### src/rtl/bcd_timer_pkg.sv
// Shared types and helpers for the BCD event timer controller and its digit cells.
package bcd_timer_pkg;

  typedef enum logic [1:0] {
    IDLE  = 2'd0,
    RUN   = 2'd1,
    PAUSE = 2'd2,
    DONE  = 2'd3
  } state_e;

  localparam logic [3:0] BCD_MAX = 4'd9;

  function automatic logic is_bcd_valid(input logic [3:0] digit);
    return (digit <= BCD_MAX);
  endfunction

endpackage

### src/rtl/bcd_digit_cell.sv
// One decade (0-9) counter digit; steps on inc while carry_in is high, rolls 9 -> 0.
module bcd_digit_cell
  import bcd_timer_pkg::*;
(
  input  logic       clk,
  input  logic       rst,
  input  logic       clr,
  input  logic       inc,
  input  logic       carry_in,
  output logic [3:0] value,
  output logic       carry_out
);

  logic [3:0] value_q;
  logic [3:0] value_d;

  always_comb begin
    value_d = value_q;
    if (clr) begin
      value_d = '0;
    end else if (inc && carry_in) begin
      value_d = (value_q == BCD_MAX) ? 4'd0 : value_q + 4'd1;
    end
  end

  always_ff @(posedge clk or posedge rst) begin
    if (rst) begin
      value_q <= '0;
    end else begin
      value_q <= value_d;
    end
  end

  assign value     = value_q;
  assign carry_out = carry_in && (value_q == BCD_MAX);

endmodule

### src/rtl/bcd_timer_ctrl.sv
// BCD event timer controller: command FSM, cascade sequencing, next-count target match
// and one-cycle done/wrap pulses over a chain of bcd_digit_cell instances.
module bcd_timer_ctrl
  import bcd_timer_pkg::*;
#(
  parameter int unsigned DIGITS = 4
) (
  input  logic                  clk,
  input  logic                  rst,
  input  logic                  cmd_start,
  input  logic                  cmd_stop,
  input  logic                  cmd_clear,
  input  logic                  tick,
  input  logic                  reload,
  input  logic [4*DIGITS-1:0]   target,
  output logic [4*DIGITS-1:0]   count,
  output logic                  running,
  output logic                  done,
  output logic                  wrap,
  output logic                  target_err
);

  state_e state_q, state_d;

  logic                clr_cnt;
  logic                step;
  logic                done_q, done_d;
  logic                wrap_q, wrap_d;
  logic                terr_q, terr_d;
  logic                tgt_valid;
  logic                match;
  logic [DIGITS-1:0]   cin;
  logic [DIGITS-1:0]   cout;
  logic [4*DIGITS-1:0] next_count;

  // Carry into digit k is the AND of "digit j is 9" over all lower digits.
  always_comb begin : carry_gen
    logic all9;
    all9 = 1'b1;
    cin  = '0;
    for (int unsigned k = 0; k < DIGITS; k++) begin
      cin[k] = all9;
      all9   = all9 && (count[4*k +: 4] == BCD_MAX);
    end
  end

  for (genvar g = 0; g < DIGITS; g++) begin : g_digit
    bcd_digit_cell u_cell (
      .clk       (clk),
      .rst       (rst),
      .clr       (clr_cnt),
      .inc       (step),
      .carry_in  (cin[g]),
      .value     (count[4*g +: 4]),
      .carry_out (cout[g])
    );
  end

  // Value the cascade would hold after one increment; compared against target.
  always_comb begin
    next_count = count;
    for (int unsigned k = 0; k < DIGITS; k++) begin
      if (cout[k]) begin
        next_count[4*k +: 4] = '0;
      end else if (cin[k]) begin
        next_count[4*k +: 4] = count[4*k +: 4] + 4'd1;
      end
    end
  end

  always_comb begin
    tgt_valid = 1'b1;
    for (int unsigned k = 0; k < DIGITS; k++) begin
      tgt_valid = tgt_valid && is_bcd_valid(target[4*k +: 4]);
    end
  end

  assign match  = tgt_valid && (next_count == target);
  assign terr_d = !tgt_valid;

  always_ff @(posedge clk or posedge rst) begin
    if (rst) begin
      state_q <= IDLE;
    end else begin
      state_q <= state_d;
    end
  end

  always_comb begin
    state_d = state_q;
    clr_cnt = 1'b0;
    step    = 1'b0;
    done_d  = 1'b0;
    wrap_d  = 1'b0;
    unique case (state_q)
      IDLE: begin
        if (cmd_clear) begin
          clr_cnt = 1'b1;
        end else if (cmd_start) begin
          state_d = RUN;
        end
      end
      RUN: begin
        if (cmd_clear) begin
          clr_cnt = 1'b1;
          state_d = IDLE;
        end else if (cmd_stop) begin
          state_d = PAUSE;
        end else if (tick) begin
          step   = 1'b1;
          wrap_d = cout[DIGITS-1];
          if (match) begin
            done_d  = 1'b1;
            state_d = DONE;
          end
        end
      end
      PAUSE: begin
        if (cmd_clear) begin
          clr_cnt = 1'b1;
          state_d = IDLE;
        end else if (cmd_start) begin
          state_d = RUN;
        end
      end
      DONE: begin
        // Auto-reload takes precedence over commands so DONE lasts exactly one cycle.
        if (reload) begin
          clr_cnt = 1'b1;
          state_d = RUN;
        end else if (cmd_clear) begin
          clr_cnt = 1'b1;
          state_d = IDLE;
        end else if (cmd_start) begin
          clr_cnt = 1'b1;
          state_d = RUN;
        end
      end
      default: begin
        clr_cnt = 1'b1;
        state_d = IDLE;
      end
    endcase
  end

  always_comb begin
    running = (state_q == RUN);
  end

  always_ff @(posedge clk or posedge rst) begin
    if (rst) begin
      done_q <= 1'b0;
      wrap_q <= 1'b0;
      terr_q <= 1'b0;
    end else begin
      done_q <= done_d;
      wrap_q <= wrap_d;
      terr_q <= terr_d;
    end
  end

  assign done       = done_q;
  assign wrap       = wrap_q;
  assign target_err = terr_q;

endmodule

### config.mk
export PLATFORM = sky130hd
export DESIGN_NAME = bcd_timer_ctrl
export DESIGN_NICKNAME = d
export VERILOG_FILES = /design/src/rtl/bcd_timer_pkg.sv /design/src/rtl/bcd_digit_cell.sv /design/src/rtl/bcd_timer_ctrl.sv
export SDC_FILE = /design/constraint.sdc
export NUM_CORES = 1
export LEC_CHECK = 0
export ABC_AREA = 0
export BUFFER_PORTS_ARGS = -buffer_cell sky130_fd_sc_hd__buf_2
export CAP_MARGIN = 20
export CORE_ASPECT_RATIO = 1.1
export CORE_MARGIN = 4
export CORE_UTILIZATION = 62
export CTS_BUF_LIST = sky130_fd_sc_hd__clkbuf_4 sky130_fd_sc_hd__clkbuf_8
export CTS_CLUSTER_SIZE = 14
export DETAILED_ROUTE_END_ITERATION = 16
export PLACE_DENSITY = 0.89
export SYNTH_ARGS = -nofsm -noshare
export SYNTH_HDL_FRONTEND = slang
export SYNTH_HIERARCHICAL = 1
export SYNTH_SLANG_ARGS = --single-unit
### constraint.sdc
create_clock -name clk -period 4.9 [get_ports clk]
set_input_delay 0.49 -clock clk [delete_from_list [all_inputs] [get_ports clk]]
set_output_delay 0.49 -clock clk [all_outputs]
set_load 0.02 [all_outputs]
# ---- Yosys cells after proc, flatten, opt, wreduce, memory -nomap -nowiden
# Index checks and enable logic that the tools add are counted.
# W data, S select, Z words.
dict set report word_totals {
  ff_bits 21
}
dict set report op_classes {
  n_eq_ne 11
  add_sub_neg 4
  magnitude_cmp 4
  reduce_logical 18
  muxes 45
}
# op count
set op_table {}
lappend op_table {{$mux W4} 18}
lappend op_table {{$mux W1} 17}
lappend op_table {{$add A4 B1 Y4 const B} 4}
lappend op_table {{$eq A16 B16 Y1} 1}
lappend op_table {{$eq A4 B4 Y1 const B} 4}
lappend op_table {{$le A4 B4 Y1 const B} 4}
lappend op_table {{$mux W2} 8}
lappend op_table {{$logic_and A1 B1 Y1} 10}
lappend op_table {{$pmux W2 S4} 1}
lappend op_table {{$reduce_bool A2 Y1} 4}
lappend op_table {{$eq A2 B2 Y1 const B} 2}
lappend op_table {{$ne A4 B3 Y1 const B} 1}
lappend op_table {{$ne A4 B4 Y1 const B} 1}
lappend op_table {{$reduce_and A3 Y1} 1}
lappend op_table {{$reduce_or A3 Y1} 1}
lappend op_table {{$eq A2 B1 Y1 const B} 1}
lappend op_table {{$logic_not A2 Y1} 1}
lappend op_table {{$ne A2 B2 Y1 const B} 1}
lappend op_table {{$pmux W1 S2} 1}
lappend op_table {{$logic_not A1 Y1} 1}

# ---- Depth between registers and ports, before layout
dict set report depth {
  ltp_word 12
  depth_mapped 13
}

# ---- Cells and area by module
# The synthesis kept the hierarchy.
# module n_inst seq_area_each_um2 cells_per_inst area_each_um2
set by_module_without_submodules {}
lappend by_module_without_submodules {bcd_timer_ctrl 1 125.1 165 1221.2}
lappend by_module_without_submodules {bcd_digit_cell 4 100.1 26 235.2}

# ---- Worst setup path after synthesis
# OpenSTA, ideal clock, no wires.
dict set report synth_path {
  path_kind {reg-to-reg}
  startpoint {register g_digit[0].u_cell.value_q[0]}
  endpoint {register done_q (netlist: done)}
  period_less_slack_ns 2.987
  stages_incl_launch_ff 12
  path_buffers 2
  slack_ns 1.913
  arrival_ns 2.892
  path_cell_list {dfrtp_1 ha_1 nand3b_4 buf_6 nor2_1 and2_2 buf_1 or4_4 and3_4 a211oi_2 or3b_1 nor4b_2}
}
dict set report synth_between {
  elab_chain_cells 12
  elab_cells_between_ends 19
  classes_between {add/sub (1); eq/ne (2); mux (12); reduce/logical (4)}
}
# item line_no
set synth_rtl {}
lappend synth_rtl {{from (decl)} bcd_digit_cell.sv:14} ;# logic [3:0] value_q;
lappend synth_rtl {{from (signal assigned)} bcd_digit_cell.sv:30} ;# value_q <= value_d;
lappend synth_rtl {{$eq A4 B4 Y1 *} bcd_timer_ctrl.sv:43} ;# all9 = all9 && (count[4*k +: 4] == BCD_MAX);
lappend synth_rtl {{$logic_and A1 B1 Y1 *} bcd_timer_ctrl.sv:43}
lappend synth_rtl {{net cin[2]} bcd_timer_ctrl.sv:32} ;# logic [DIGITS-1:0] cin;
lappend synth_rtl {{$logic_and A1 B1 Y1 *} bcd_digit_cell.sv:35} ;# assign carry_out = carry_in && (value_q == BCD_MAX);
lappend synth_rtl {{net cout[2]} bcd_timer_ctrl.sv:33} ;# logic [DIGITS-1:0] cout;
lappend synth_rtl {{$mux W4 or $logic_and A1 B1 Y1 (tied branches)} {bcd_timer_ctrl.sv:65, bcd_digit_cell.sv:35}}
lappend synth_rtl {{$mux W4} bcd_timer_ctrl.sv:63} ;# if (cout[k]) begin
lappend synth_rtl {{$eq A16 B16 Y1 *} bcd_timer_ctrl.sv:78} ;# assign match = tgt_valid && (next_count == target);
lappend synth_rtl {{$logic_and A1 B1 Y1 *} bcd_timer_ctrl.sv:78}
lappend synth_rtl {{$mux W1 *} bcd_timer_ctrl.sv:112} ;# if (match) begin
lappend synth_rtl {{$mux W1 *} bcd_timer_ctrl.sv:109} ;# end else if (tick) begin
lappend synth_rtl {{$mux W1 *} bcd_timer_ctrl.sv:107} ;# end else if (cmd_stop) begin
lappend synth_rtl {{$mux W1 *} bcd_timer_ctrl.sv:104} ;# if (cmd_clear) begin
lappend synth_rtl {{$mux W1 *} bcd_timer_ctrl.sv:95} ;# unique case (state_q)
lappend synth_rtl {{net done_d} bcd_timer_ctrl.sv:27} ;# logic done_q, done_d;
lappend synth_rtl {{to (signal assigned)} bcd_timer_ctrl.sv:156} ;# done_q <= done_d;
lappend synth_rtl {{to (decl)} bcd_timer_ctrl.sv:27}
# The timed path passes the listed nets; every way through them passes the cells marked *.
# A chain may end at the register's enable or synchronous reset.

# ---- Worst setup path after layout
dict set report layout_path {
  startpoint {register g_digit[0].u_cell.value_q[0]}
  endpoint {register done_q (netlist: done)}
}
dict set report layout_between {
  elab_chain_cells 12
  elab_cells_between_ends 19
  classes_between {add/sub (1); eq/ne (2); mux (12); reduce/logical (4)}
}
# item line_no
set layout_rtl {}
lappend layout_rtl {{$eq A4 B4 Y1} bcd_timer_ctrl.sv:43}
lappend layout_rtl {{$logic_and A1 B1 Y1 (2 in a row)} bcd_timer_ctrl.sv:43}
lappend layout_rtl {{net cin[3]} bcd_timer_ctrl.sv:32}
lappend layout_rtl {{$logic_and A1 B1 Y1} bcd_digit_cell.sv:35}
lappend layout_rtl {{net cout[3]} bcd_timer_ctrl.sv:33}
lappend layout_rtl {{$mux W4} bcd_timer_ctrl.sv:63}
lappend layout_rtl {{$eq A16 B16 Y1} bcd_timer_ctrl.sv:78}
lappend layout_rtl {{$logic_and A1 B1 Y1} bcd_timer_ctrl.sv:78}
lappend layout_rtl {{$mux W1} bcd_timer_ctrl.sv:112}
lappend layout_rtl {{$mux W1} bcd_timer_ctrl.sv:109}
lappend layout_rtl {{$mux W1} bcd_timer_ctrl.sv:107}
lappend layout_rtl {{$mux W1} bcd_timer_ctrl.sv:104}
lappend layout_rtl {{$mux W1} bcd_timer_ctrl.sv:95}
lappend layout_rtl {{net done_d} bcd_timer_ctrl.sv:27}
# The timed path passes the listed nets, and every way through them passes these cells.

==> flow_metrics.env <==
export IMPL_synth_edf_count=0
export IMPL_cts_resized=0
export IMPL_grt_pass1_wl_um=8860
export IMPL_nFillCells=271
export IMPL_worst_r2r_cell_count=8
export IMPL_ys_types=56
export IMPL_peakVddDrop_uv=131
export IMPL_status="finished, final reports clean"
export IMPL_clock_latency_ns=0.30
export IMPL_core_sq_um=3360
export IMPL_start_util_pct=64.4
export IMPL_worst_slew_pin_slew_ns=0.735
export IMPL_grt_max_degree=17
export IMPL_crit_start="g_digit[0].u_cell/value[0]"
export IMPL_regToRegEndpoint="done"
export IMPL_cts_tree="done"
export IMPL_ant_nets=0
export IMPL_swShare_pct=30.9
export IMPL_regArea_sq_um=526
export IMPL_clockBufferDepth=2
export IMPL_grt_antenna_before_repair=0
export IMPL_r2r_start="g_digit[0].u_cell/value[0]"
export IMPL_place_area_sq_um=2390
export IMPL_maxSlewHeadroom_pct=50.6
export IMPL_syn2layout_area_growth_pct=12.3
export IMPL_postCtsSetupRepairBufs=0
export IMPL_period_needed_ns=3.12
export IMPL_hold_violations=0
export IMPL_p_per_area_nw_per_um2=147
export IMPL_placedCellCount=354
export IMPL_multi_input_area_sq_um=1510
export IMPL_final_max_slew_viol_count=0
export IMPL_vias=2217
export IMPL_cts_sinks=21
export IMPL_power_frac_clock_pct=25.5
export IMPL_drt_iter0_drc=210
export IMPL_clock_skew_ns=0.00127
export IMPL_hold_class="in2async"
export IMPL_numPortBuffers=42
export IMPL_fin_area_sq_um=2430
export IMPL_overflow=0
export IMPL_antenna_cells=0
export IMPL_max_freq_mhz=320
export IMPL_seq_area_frac_synth_pct=24.3
export IMPL_power_switching_w=0.000110
export IMPL_ys_warn_count=6
export IMPL_fin_tns_setup_ns=0
export IMPL_route_detailed_wl_per_inst_um=15.2
export IMPL_synthArstFlopShare_pct=100
export IMPL_wirelength_um=5450
export IMPL_crit_type="reg2reg"
export IMPL_crit_end="done"
export IMPL_grt_pass1_vias=1994
export IMPL_ff2ff_setup_slack_ns=1.78
export IMPL_htreeDepth=1
export IMPL_crit_path_end_kind="flip-flop"
export IMPL_min_period_over_period_pct=63.7
export IMPL_gp_congestion=0.910
export IMPL_pwr_share_comb_pct=21.0
export IMPL_dpl_hpwl_um=4160
export IMPL_syn_area_per_cell_sq_um=8.04
export IMPL_die_x_um=64.3
export IMPL_total_leakage_power_nw=1.12
export IMPL_synth_area_sq_um=2160
export IMPL_p_int_w=0.000246
export IMPL_worst_path_max_fanout=14
export IMPL_crit_required_ns=5.12
export IMPL_drive_gt1_share_pct=19.3
export IMPL_num_rows=22
export IMPL_syn_inst=269
export IMPL_cts_buffers=3
export IMPL_clk_pin_slew_ns=0.12
export IMPL_hold_buffers=0
export IMPL_setup_viol=0
export IMPL_firstDrtPassIters=4
export IMPL_ys_ff_latch=21
export IMPL_p_seq_share_pct=53.6
export IMPL_vias_per_cell=6.18
export IMPL_arrival_ns=3.34
export IMPL_crit_path_start_kind="flip-flop"
export IMPL_drc=0
export IMPL_die_h_um=69.9
export IMPL_die_area_sq_um=4500
export IMPL_rsz0062_at_grt="no"
export IMPL_track_usage_pct=24.0
export IMPL_synth_ff_type="dfrtp_1"
export IMPL_maxCapViolations=0
export IMPL_stdcell_count=359
export IMPL_nets=350
export IMPL_cts_root_buffer="clkbuf_4"
export IMPL_io_pins=43
-- state kept, by name, summed over array words and instances, names as in the netlist --
signal                cells
done                      1
wrap                      1
state_q                   2
target_err                1
g_digit.u_cell/value     16
-- metrics by stage --
step / hold WS [ns] / setup slack, ns / util, % / total power (W)
2_1_floorplan: 0.256 / 1.91 / - / 0.000238
3_3_place_gp: 0.447 / 1.93 / 71.3 / 0.000266
3_5_place_dp: 0.453 / 1.86 / 71.3 / 0.000268
4_1_cts: 0.114 / 1.81 / 72.2 / 0.000357
5_1_grt: 0.117 / 1.53 / 72.3 / 0.000376
6_report: 0.115 / 1.78 / 72.3 / 0.000356
-- placed cells by master, fill, tap and decap left out, types with 9 or more instances in the layout --
master   synthesis  routed
buf_2            1      42
inv_1           24      24
dfrtp_1         21      21
a21oi_1         20      20
nand2_1         18      18
ha_1            15      15
nor2_1          14      14
nand3_1         14      14
or3_1           12      12
o21ai_0         11      11
nor3_1           9       9
-- worst min-delay path by stage --
| stage | from | endpoint | slack (ns) | cells past startpoint |
|---|---|---|---|---|
| CTS | rst | g_digit[2].u_cell/value[0] | 0.11 | 2 |
| finish | rst | g_digit[2].u_cell/value[2] | 0.12 | 2 |
| detailed placement | rst | g_digit[2].u_cell/value[2] | 0.45 | 2 |
| global placement | rst | g_digit[2].u_cell/value[0] | 0.45 | 2 |
| floorplan | rst | g_digit[0].u_cell/value[0] | 0.26 | 1 |
| global route | rst | g_digit[0].u_cell/value[0] | 0.12 | 2 |
-- cells in the mapped netlist, types with 2 or more instances --
library cell   n  area share (%)
ha_1          15             8.7
or3_1         12             3.5
mux2i_1        7             3.2
xnor2_1        4             1.6
nand3b_1       5             1.7
nand3b_4       2             1.9
o32a_1         2            0.93
nand4_1        7             2.0
o22ai_1        3            0.87
buf_6          2             1.0
nand2b_1       2            0.58
o31ai_1        2            0.69
a21oi_1       20             4.6
and3b_1        6             2.4
nand4b_1       2            0.81
a31oi_1        7             2.0
clkbuf_1       2            0.35
xor2_1         3             1.2
a311oi_1       2            0.81
nand2_1       18             3.1
and2_2         4             1.4
or4_1          2            0.69
o211ai_1       2            0.69
dfrtp_1       21              24
nand3_1       14             3.2
and3_1         4             1.2
nor2_1        14             2.4
o2111ai_1      2            0.81
inv_1         24             4.2
nor3_1         9             2.1
a211oi_1       5             1.7
and2_1         2            0.58
a311o_1        2            0.93
o21ai_0       11             2.5
nor2b_1        5             1.4
nor4_1         5             1.4
-- metal layers --
metal  up-vias  part of all wire [%]  GRT usage (%)
met1      1017                    44           32.8
li1       1089                     -              -
met2        97                    45           38.8
met4         0                   2.4           7.28
met3        14                   8.2           4.02
met5         -                     0              0
-- layout make-up --
type / count / share of cell area [%]
multi-input cells: 219 / 62.1
flip-flops and latches: 21 / 21.6
repair buffers: 43 / 8.86
inverters: 24 / 3.71
well taps: 48 / 2.47
clock buffers: 4 / 1.24
-- power by group through the flow --
stage | Clock [W] | Sequential [W] | Combinational [W]
4_1_cts | 0.0000925 | 0.000190 | 0.0000741
3_5_place_dp | 0 | 0.000194 | 0.0000737
5_1_grt | 0.000101 | 0.000193 | 0.0000826
2_1_floorplan | 0 | 0.000195 | 0.0000430
6_report | 0.0000907 | 0.000191 | 0.0000747
3_3_place_gp | 0 | 0.000193 | 0.0000730
-- critical path: stages, from the launching register on --
cell and delay, ns:
dfrtp_1 0.57, ha_1 0.33, nand3b_4 0.19, nor3_1 0.67
and2_2 0.36, inv_1 0.12, a211oi_2 0.17, or3b_1 0.37
nor4b_2 0.25
-- logic make-up (layout without fill, tap and decap cells) --
kind of cell / after synthesis / count (layout) / share of synthesized area, %
other cells: 1 / 3 / 0.173
simple gates: 122 / 122 / 34.7
flops: 21 / 21 / 24.3
mux: 8 / 8 / 3.76
buf+inv: 31 / 71 / 6.31
xor+xnor: 7 / 7 / 2.84
fa+ha+maj: 15 / 15 / 8.68
compound gates: 64 / 64 / 19.3
Power figures use the tool's default switching activity.
